<file path="config.mk">
export PLATFORM = sky130hd
export DESIGN_NAME = bp_dma_axil_sequencer_flat
export DESIGN_NICKNAME = d
export VERILOG_FILES = /design/src/rtl/bp_dma_axil_sequencer_if.sv /design/src/rtl/bp_dma_axil_sequencer.sv /design/src/flat_wrapper.sv
export SDC_FILE = /design/constraint.sdc
export NUM_CORES = 1
export LEC_CHECK = 0
export BUFFER_PORTS_ARGS = -buffer_cell sky130_fd_sc_hd__buf_2
export CAP_MARGIN = 20
export CORE_AREA = 4 4 145 147
export CTS_CLUSTER_DIAMETER = 100
export DETAILED_ROUTE_END_ITERATION = 12
export DIE_AREA = 0 0 149 151
export MAX_ROUTING_LAYER = met4
export PLACE_DENSITY = 0.71
export SYNTH_ARGS = -nofsm -noshare
export SYNTH_HDL_FRONTEND = slang
export SYNTH_SLANG_ARGS = --single-unit
</file>
<file path="constraint.sdc">
create_clock -name clk_i -period 5.2 [get_ports clk_i]
set_clock_uncertainty 0.05 [all_clocks]
set_input_delay 0.52 -clock clk_i [delete_from_list [all_inputs] [get_ports clk_i]]
set_output_delay 0.52 -clock clk_i [all_outputs]
set_load 0.03 [all_outputs]
</file>
<file path="src/rtl/bp_dma_axil_sequencer_if.sv">
// rtl/bp_dma_axil_sequencer_if.sv - single-port AXI4-Lite bus between the DMA sequencer (master) and memory (slave)
interface bp_dma_axil_sequencer_if #(
  parameter int addr_width_p = 28,
  parameter int data_width_p = 64
);
  logic [addr_width_p-1:0]   araddr;
  logic [2:0]                arprot;
  logic                      arvalid;
  logic                      arready;
  logic [data_width_p-1:0]   rdata;
  logic [1:0]                rresp;
  logic                      rvalid;
  logic                      rready;
  logic [addr_width_p-1:0]   awaddr;
  logic [2:0]                awprot;
  logic                      awvalid;
  logic                      awready;
  logic [data_width_p-1:0]   wdata;
  logic [data_width_p/8-1:0] wstrb;
  logic                      wvalid;
  logic                      wready;
  logic [1:0]                bresp;
  logic                      bvalid;
  logic                      bready;

  modport master (
    output araddr, arprot, arvalid, input arready,
    input  rdata, rresp, rvalid, output rready,
    output awaddr, awprot, awvalid, input awready,
    output wdata, wstrb, wvalid, input wready,
    input  bresp, bvalid, output bready
  );

  modport slave (
    input  araddr, arprot, arvalid, output arready,
    output rdata, rresp, rvalid, input rready,
    input  awaddr, awprot, awvalid, output awready,
    input  wdata, wstrb, wvalid, output wready,
    output bresp, bvalid, input bready
  );
endinterface

</file>
<file path="src/rtl/bp_dma_axil_sequencer.sv">
// rtl/bp_dma_axil_sequencer.sv - splits cache-block DMA packets into single-beat AXI4-Lite transfers
// Optional sticky response-error flags: define BP_DMA_AXIL_ERR_CHECK_EN.
module bp_dma_axil_sequencer #(
  parameter int daddr_width_p     = 28,
  parameter int axil_addr_width_p = 28,
  parameter int block_width_p     = 512,
  parameter int fill_width_p      = 64
) (
  input  logic                       clk_i,
  input  logic                       reset_i,
  input  logic [daddr_width_p:0]     dma_pkt_i,
  input  logic                       dma_pkt_v_i,
  output logic                       dma_pkt_yumi_o,
  output logic [fill_width_p-1:0]    dma_data_o,
  output logic                       dma_data_v_o,
  input  logic                       dma_data_ready_and_i,
  input  logic [fill_width_p-1:0]    dma_data_i,
  input  logic                       dma_data_v_i,
  output logic                       dma_data_yumi_o,
  bp_dma_axil_sequencer_if.master    axil,
  output logic                       rd_error_o,
  output logic                       wr_error_o,
  output logic                       busy_o
);
  localparam int n_lp        = block_width_p / fill_width_p;
  localparam int lg_n_lp     = $clog2(n_lp);
  localparam int blk_off_lp  = $clog2(block_width_p / 8);
  localparam int beat_off_lp = $clog2(fill_width_p / 8);

  typedef enum logic [2:0] {IDLE, RD_AR, RD_R, RD_OUT, WR_DATA, WR_REQ, WR_B} state_e;

  state_e                         state_q, state_d;
  logic [lg_n_lp-1:0]             beat_q, beat_d;
  logic [axil_addr_width_p-1:0]   base_q, base_d;
  logic [fill_width_p-1:0]        rdata_q, rdata_d;
  logic [fill_width_p-1:0]        wdata_q, wdata_d;
  logic                           aw_done_q, aw_done_d;
  logic                           w_done_q, w_done_d;

  logic                           last_beat;
  logic [axil_addr_width_p-1:0]   pkt_addr_ext;
  logic [axil_addr_width_p-1:0]   beat_addr;

  assign last_beat    = (beat_q == lg_n_lp'(n_lp - 1));
  assign pkt_addr_ext = axil_addr_width_p'(dma_pkt_i[daddr_width_p-1:0]);
  assign beat_addr    = base_q + axil_addr_width_p'({beat_q, {beat_off_lp{1'b0}}});

  always_ff @(posedge clk_i or posedge reset_i) begin
    if (reset_i) begin
      state_q   <= IDLE;
      beat_q    <= '0;
      base_q    <= '0;
      rdata_q   <= '0;
      wdata_q   <= '0;
      aw_done_q <= 1'b0;
      w_done_q  <= 1'b0;
    end else begin
      state_q   <= state_d;
      beat_q    <= beat_d;
      base_q    <= base_d;
      rdata_q   <= rdata_d;
      wdata_q   <= wdata_d;
      aw_done_q <= aw_done_d;
      w_done_q  <= w_done_d;
    end
  end

  always_comb begin
    state_d = state_q;
    unique case (state_q)
      IDLE:    if (dma_pkt_v_i) state_d = dma_pkt_i[daddr_width_p] ? WR_DATA : RD_AR;
      RD_AR:   if (axil.arready) state_d = RD_R;
      RD_R:    if (axil.rvalid) state_d = RD_OUT;
      RD_OUT:  if (dma_data_ready_and_i) state_d = last_beat ? IDLE : RD_AR;
      WR_DATA: if (dma_data_v_i) state_d = WR_REQ;
      WR_REQ:  if ((aw_done_q | axil.awready) & (w_done_q | axil.wready)) state_d = WR_B;
      WR_B:    if (axil.bvalid) state_d = last_beat ? IDLE : WR_DATA;
      default: state_d = IDLE;
    endcase
  end

  // Datapath next-state; AW and W completion are tracked separately so either may finish first.
  always_comb begin
    beat_d    = beat_q;
    base_d    = base_q;
    rdata_d   = rdata_q;
    wdata_d   = wdata_q;
    aw_done_d = aw_done_q;
    w_done_d  = w_done_q;
    unique case (state_q)
      IDLE: if (dma_pkt_v_i) begin
        base_d = {pkt_addr_ext[axil_addr_width_p-1:blk_off_lp], {blk_off_lp{1'b0}}};
        beat_d = '0;
      end
      RD_R:    if (axil.rvalid) rdata_d = axil.rdata;
      RD_OUT:  if (dma_data_ready_and_i) beat_d = beat_q + lg_n_lp'(1);
      WR_DATA: if (dma_data_v_i) begin
        wdata_d   = dma_data_i;
        aw_done_d = 1'b0;
        w_done_d  = 1'b0;
      end
      WR_REQ: begin
        aw_done_d = aw_done_q | axil.awready;
        w_done_d  = w_done_q | axil.wready;
      end
      WR_B:    if (axil.bvalid) beat_d = beat_q + lg_n_lp'(1);
      default: ;
    endcase
  end

  always_comb begin
    dma_pkt_yumi_o  = (state_q == IDLE) & dma_pkt_v_i & ~reset_i;
    dma_data_v_o    = (state_q == RD_OUT);
    dma_data_yumi_o = (state_q == WR_DATA) & dma_data_v_i;
    axil.arvalid    = (state_q == RD_AR);
    axil.rready     = (state_q == RD_R);
    axil.awvalid    = (state_q == WR_REQ) & ~aw_done_q;
    axil.wvalid     = (state_q == WR_REQ) & ~w_done_q;
    axil.bready     = (state_q == WR_B);
    busy_o          = (state_q != IDLE);
  end

  assign dma_data_o  = rdata_q;
  assign axil.araddr = beat_addr;
  assign axil.awaddr = beat_addr;
  assign axil.arprot = 3'b000;
  assign axil.awprot = 3'b000;
  assign axil.wdata  = wdata_q;
  assign axil.wstrb  = '1;

`ifdef BP_DMA_AXIL_ERR_CHECK_EN
  logic rd_err_q, rd_err_d, wr_err_q, wr_err_d;

  always_ff @(posedge clk_i or posedge reset_i) begin
    if (reset_i) begin
      rd_err_q <= 1'b0;
      wr_err_q <= 1'b0;
    end else begin
      rd_err_q <= rd_err_d;
      wr_err_q <= wr_err_d;
    end
  end

  always_comb begin
    rd_err_d = rd_err_q | ((state_q == RD_R) & axil.rvalid & (axil.rresp != 2'b00));
    wr_err_d = wr_err_q | ((state_q == WR_B) & axil.bvalid & (axil.bresp != 2'b00));
  end

  assign rd_error_o = rd_err_q;
  assign wr_error_o = wr_err_q;
`else
  wire unused_resp = ^{axil.rresp, axil.bresp};

  assign rd_error_o = 1'b0;
  assign wr_error_o = 1'b0;
`endif
endmodule

</file>
<file path="src/flat_wrapper.sv">
// flat-port wrapper written by rule: the top's interface ports become plain ports
module bp_dma_axil_sequencer_flat 
#(
  parameter int daddr_width_p     = 28,
  parameter int axil_addr_width_p = 28,
  parameter int block_width_p     = 512,
  parameter int fill_width_p      = 64
)
  (clk_i, reset_i, dma_pkt_i, dma_pkt_v_i, dma_pkt_yumi_o, dma_data_o, dma_data_v_o, dma_data_ready_and_i, dma_data_i, dma_data_v_i, dma_data_yumi_o, rd_error_o, wr_error_o, busy_o, axil_araddr, axil_arprot, axil_arvalid, axil_arready, axil_rdata, axil_rresp, axil_rvalid, axil_rready, axil_awaddr, axil_awprot, axil_awvalid, axil_awready, axil_wdata, axil_wstrb, axil_wvalid, axil_wready, axil_bresp, axil_bvalid, axil_bready);
  bp_dma_axil_sequencer_if #(.addr_width_p(28), .data_width_p(64)) axil_i ();
  input  logic clk_i;
  input  logic reset_i;
  input  logic [daddr_width_p:0] dma_pkt_i;
  input  logic dma_pkt_v_i;
  output logic dma_pkt_yumi_o;
  output logic [fill_width_p-1:0] dma_data_o;
  output logic dma_data_v_o;
  input  logic dma_data_ready_and_i;
  input  logic [fill_width_p-1:0] dma_data_i;
  input  logic dma_data_v_i;
  output logic dma_data_yumi_o;
  output logic rd_error_o;
  output logic wr_error_o;
  output logic busy_o;
  output wire logic [$bits(axil_i.araddr)-1:0] axil_araddr;
  output wire logic [$bits(axil_i.arprot)-1:0] axil_arprot;
  output wire logic [$bits(axil_i.arvalid)-1:0] axil_arvalid;
  input wire logic [$bits(axil_i.arready)-1:0] axil_arready;
  input wire logic [$bits(axil_i.rdata)-1:0] axil_rdata;
  input wire logic [$bits(axil_i.rresp)-1:0] axil_rresp;
  input wire logic [$bits(axil_i.rvalid)-1:0] axil_rvalid;
  output wire logic [$bits(axil_i.rready)-1:0] axil_rready;
  output wire logic [$bits(axil_i.awaddr)-1:0] axil_awaddr;
  output wire logic [$bits(axil_i.awprot)-1:0] axil_awprot;
  output wire logic [$bits(axil_i.awvalid)-1:0] axil_awvalid;
  input wire logic [$bits(axil_i.awready)-1:0] axil_awready;
  output wire logic [$bits(axil_i.wdata)-1:0] axil_wdata;
  output wire logic [$bits(axil_i.wstrb)-1:0] axil_wstrb;
  output wire logic [$bits(axil_i.wvalid)-1:0] axil_wvalid;
  input wire logic [$bits(axil_i.wready)-1:0] axil_wready;
  input wire logic [$bits(axil_i.bresp)-1:0] axil_bresp;
  input wire logic [$bits(axil_i.bvalid)-1:0] axil_bvalid;
  output wire logic [$bits(axil_i.bready)-1:0] axil_bready;
  assign axil_araddr = axil_i.araddr;
  assign axil_arprot = axil_i.arprot;
  assign axil_arvalid = axil_i.arvalid;
  assign axil_i.arready = axil_arready;
  assign axil_i.rdata = axil_rdata;
  assign axil_i.rresp = axil_rresp;
  assign axil_i.rvalid = axil_rvalid;
  assign axil_rready = axil_i.rready;
  assign axil_awaddr = axil_i.awaddr;
  assign axil_awprot = axil_i.awprot;
  assign axil_awvalid = axil_i.awvalid;
  assign axil_i.awready = axil_awready;
  assign axil_wdata = axil_i.wdata;
  assign axil_wstrb = axil_i.wstrb;
  assign axil_wvalid = axil_i.wvalid;
  assign axil_i.wready = axil_wready;
  assign axil_i.bresp = axil_bresp;
  assign axil_i.bvalid = axil_bvalid;
  assign axil_bready = axil_i.bready;
  bp_dma_axil_sequencer #(.daddr_width_p(daddr_width_p), .axil_addr_width_p(axil_addr_width_p), .block_width_p(block_width_p), .fill_width_p(fill_width_p)) u_core (.clk_i(clk_i), .reset_i(reset_i), .dma_pkt_i(dma_pkt_i), .dma_pkt_v_i(dma_pkt_v_i), .dma_pkt_yumi_o(dma_pkt_yumi_o), .dma_data_o(dma_data_o), .dma_data_v_o(dma_data_v_o), .dma_data_ready_and_i(dma_data_ready_and_i), .dma_data_i(dma_data_i), .dma_data_v_i(dma_data_v_i), .dma_data_yumi_o(dma_data_yumi_o), .axil(axil_i), .rd_error_o(rd_error_o), .wr_error_o(wr_error_o), .busy_o(busy_o));
endmodule
</file>
== After elaboration in Yosys (flattened, before gate mapping) ==
Cells that the tools add are included.
Word-level totals
  bits in registers: 158
  bits of input ports: 171
Operators by class
  add/sub/neg operators: 2
  equal/unequal tests: 14
  muxes and demuxes: 18
  bitwise operators: 11
  reductions and logical operators: 10
Operators by type and width (number)
  3-bit two-way mux: 12
  28-bit by 6-bit adder with 28-bit output: 1
  3-bit case mux with 7 select lines: 1
  3-bit equality test (second input constant): 4
  3-bit case mux with 3 select lines: 1
  2-bit != test (second input constant): 4
  2-bit AND reduction: 4
  7-bit AND reduction: 1
  1-bit bitwise AND: 6
  3-bit by 2-bit equality test with 1-bit output (second input constant): 2
  2-bit by 1-bit != test with 1-bit output (second input constant): 3
  3-bit nonzero test: 2
  1-bit case mux with 2 select lines: 2
  4-bit AND reduction: 1
  3-bit by 1-bit adder with 3-bit output (second input constant): 1
  3-bit by 1-bit equality test with 1-bit output (second input constant): 1
  3-bit zero test: 1
  1-bit inverter: 3
  1-bit two-way mux: 2
  1-bit bitwise OR: 2
  2-bit nonzero test: 1

== Longest topological paths before layout ==
  word-level depth: 4
  gate-level depth with buffers: 7
  gate-level depth less buffers: 5

== Worst setup path before layout ==
No wires, ideal clock.
  path type: input port to output port
  from: input port reset_i
  to: output port dma_pkt_yumi_o
  arrival: 4.498 ns
  slack: 0.132 ns
  cell stages on the path: 2
  buffers on the path: 0
  cells stage by stage: inv_1 -> and3_1
Between the ends
  longest elaborated chain between the ends: 2
RTL lines
  start: declaration: line flat_wrapper.sv:12  | input logic reset_i;
  1-bit inverter: line bp_dma_axil_sequencer.sv:112  | dma_pkt_yumi_o = (state_q == IDLE) & dma_pkt_v_i & ~reset_i;
  1-bit bitwise AND: line bp_dma_axil_sequencer.sv:112
  end: declaration: line flat_wrapper.sv:15  | output logic dma_pkt_yumi_o;
No other way between the ends.

== Worst setup path after layout ==
  from: register u_core.state_q[2]
  to: output port dma_data_yumi_o
Between the ends
  longest elaborated chain between the ends: 2
RTL lines
  start: declaration: line bp_dma_axil_sequencer.sv:32  | state_e state_q, state_d;
  start signal: assignment: line bp_dma_axil_sequencer.sv:58  | state_q <= state_d;
  3-bit equality test: line bp_dma_axil_sequencer.sv:114  | dma_data_yumi_o = (state_q == WR_DATA) & dma_data_v_i;
  1-bit bitwise AND: line bp_dma_axil_sequencer.sv:114
  end: declaration: line flat_wrapper.sv:21  | output logic dma_data_yumi_o;
No other way between the ends.

==> results.cfg <==
[die]
initial_utilization_pct = 34.6
io_pins = 380
core_sq_um = 19900
die_y_um = 151
die-area_sq_um = 22500
die_x_um = 149
rows = 52

[cts]
clockBufferDepth = 2
cts_made_buffers = 17
clk_pin_slew_ns = 0.07
htree_levels = 4
clock_sinks = 158
postCtsSetupRepairBufs = 0
cts_resized = 0
holdBufCountCts = 0
cts_tree = done
cts_root_buf = clkbuf_16
clock_latency_ns = 0.41

[global_routing]
antenna_found_initial = 0
grt_pass1_wl_um = 24500
grt_pass1_vias = 4598
grt_overflow = 0
grt_usage_pct = 14.3
grt_max_degree = 111

[drt]
drt_iter0_markers = 115
dr.pass1.iters = 6
drc = 0
vias = 4643
vias_per_cell = 4.40
routed_wirelength_um = 16700
ant_nets = 0
wl_per_cell_um = 15.8

[power]
switching_share_pct = 45.3
leakagePower_nw = 4.76
p_int_w = 0.00357
p_sw_w = 0.00295
pwr-share-seq_pct = 32.9
clkPwrFrac_pct = 18.3
comb_power_share_pct = 48.8
power_density_nw_per_um2 = 716
vdd_drop_max_mv = 0.260

[synth]
synth_area_per_cell_sq_um = 15.3
synth_area_leaders = dfrtp_1, mux2_4, mux2_1
ys_seq_area_share_pct = 57.4
ys_async_sr_fraction_pct = 100
syn_inst = 451
yosysMostFrequentCell = dfrtp_1
synth-edff-count = 0
synth_top_cell_area_share_pct = 57.4
synthesis.area_sq_um = 6890
synth_cell_type_count = 40
synth_flop_cell = dfrtp_1
synth_top_area_cell = dfrtp_1
synth_common_cells = dfrtp_1, mux2_4, buf_4, mux2_1, mux2_2
ys_seq_elements = 158
ys_warn_count = 0

[final_layout]
drive_gt1_share_pct = 62.9
stdcell_area_sq_um = 9110
area_delta_synth_final_pct = 32.2
final_nets = 945
finalNonFillerCells = 1055
nFillCells = 1838
diodes = 0
fin_util_pct = 45.7

[sta]
rsz0062_at_grt = false
fin_tns_setup_ns = 0
slew_violations = 0
maxSlewHeadroom_pct = 41.4
finalCritPeriodShare_pct = 55.2
fmax_ghz = 0.348
setup_ws_ns = 2.33
worstMarginPinSlew_ns = 0.878
min_period_ns = 2.87
finalSetupViolCount = 0
hold_viol = 0

[setup_path]
worstSetupPathType = flip-flop to primary output
cp_slowest_cell = dfrtp_1
reg2reg_to = u_core.dma_data_o[27]$_DFFE_PP0P_
reg2reg_depth = 4
crit_arrival_ns = 2.30
reg2reg_setup_slack_ns = 2.45
timing.rr.start = u_core.state_q[2]$_DFFE_PP0P_
cp_data_required_time_ns = 4.63
endpoint = dma_data_yumi_o
slowest_delay_ns = 0.83
startpoint = u_core.state_q[2]$_DFFE_PP0P_
cp_cell_sequence = nand2_1 -> nor3_4 -> buf_4 -> buf_2
path_max_fanout = 36
cp-end-kind = primary output
critPathLaunchType = flip-flop

[run]
maxCapViolations = 0

[place]
gp_congestion = 0.791
placed_area_sq_um = 8550
place_inst = 1023
numPortBuffers = 347
dp_slack_ns = 2.43
hpwl_um = 12400

[worst_hold_path]
hold_class = primary input to asynchronous set/reset pin

[outcome]
outcome = complete, no violations
[registers in the layout, summed over array words and instances (netlist names)]
| signal | count |
|---|---|
| u_core.aw_done_q | 1 |
| u_core.axil.wdata | 64 |
| u_core.base_q | 22 |
| u_core.beat_q | 3 |
| u_core.dma_data_o | 64 |
| u_core.state_q | 3 |
| u_core.w_done_q | 1 |
[critical path, delay by kind of cell (launching register included)]
kind / cells / cell delay, ns
buffers and inverters: 2 / 0.72
flip-flops: 1 / 0.83
AND/OR/NAND/NOR: 2 / 0.34
[power by group through the flow]
| stage | registers (W) | logic [W] | clock network [W] |
|---|---|---|---|
| floorplan | 0.00319 | 0.00142 | 0 |
| detailed placement | 0.00216 | 0.00322 | 0 |
| finish | 0.00215 | 0.00318 | 0.00119 |
| global route | 0.00222 | 0.00336 | 0.00128 |
| global placement | 0.00214 | 0.00318 | 0 |
| CTS | 0.00215 | 0.00322 | 0.00123 |
[per-layer routing]
layer	GRT usage, %	up-vias	part of all wire [%]
met5	-	-	0
met4	4.58	0	1.5
met3	2.96	14	6.2
met2	25.3	193	53
met1	16.2	2293	39
li1	-	2143	-
[layout make-up]
type	instances	area [sq um]	area share (%)
clock buffers	18	439	4.82
clock inverters	14	123	1.35
inverters	4	20.0	0.220
multi-input cells	239	2450	26.9
flip-flops and latches	158	3950	43.4
well taps	270	338	3.71
repair buffers	352	1790	19.6
[layout by cell type (no fill, tap or decap), types with 3 or more instances in the layout]
master | synthesis | routed
a21oi_1 | 6 | 6
buf_2 | 5 | 347
buf_4 | 52 | 4
clkbuf_16 | 0 | 17
clkinvlp_4 | 0 | 4
conb_1 | 2 | 22
dfrtp_1 | 158 | 158
inv_6 | 0 | 7
mux2_1 | 50 | 50
mux2_2 | 40 | 40
mux2_4 | 60 | 60
nand2_1 | 7 | 7
nand2b_1 | 3 | 3
nand3_1 | 5 | 5
nor2_1 | 8 | 8
nor3_1 | 4 | 4
o21ai_1 | 5 | 5
[cell families (layout without fill, tap and decap cells)]
family | count (synthesis) | after routing | share of synthesized area, %
buffers and inverters | 74 | 388 | 8.37
AOI/OAI and AO/OA | 21 | 21 | 1.89
adders and majority gates | 2 | 2 | 0.363
and+or+nand+nor | 41 | 41 | 3.70
muxes | 152 | 152 | 28.1
other | 2 | 22 | 0.109
DFF | 158 | 158 | 57.4
xor gates and xnor gates | 1 | 1 | 0.127
[worst min-delay path by stage]
stage,depth (start not counted),endpoint,start
floorplan,2,u_core.w_done_q$_DFFE_PP0P_,u_core.w_done_q$_DFFE_PP0P_
global placement,1,u_core.axil.wdata[27]$_DFFE_PP0P_,u_core.axil.wdata[27]$_DFFE_PP0P_
detailed placement,1,u_core.axil.wdata[19]$_DFFE_PP0P_,u_core.axil.wdata[19]$_DFFE_PP0P_
CTS,2,u_core.dma_data_o[49]$_DFFE_PP0P_,reset_i
global route,2,u_core.dma_data_o[49]$_DFFE_PP0P_,reset_i
finish,2,u_core.dma_data_o[49]$_DFFE_PP0P_,reset_i
[stage by stage]
step,total power (W),hold WS (ns)
floorplan,0.00460,0.435
finish,0.00652,0.0917
global placement,0.00533,0.413
detailed placement,0.00538,0.419
global route,0.00687,0.126
CTS,0.00661,0.0994
No activity file was read; power rests on OpenSTA's default activity.
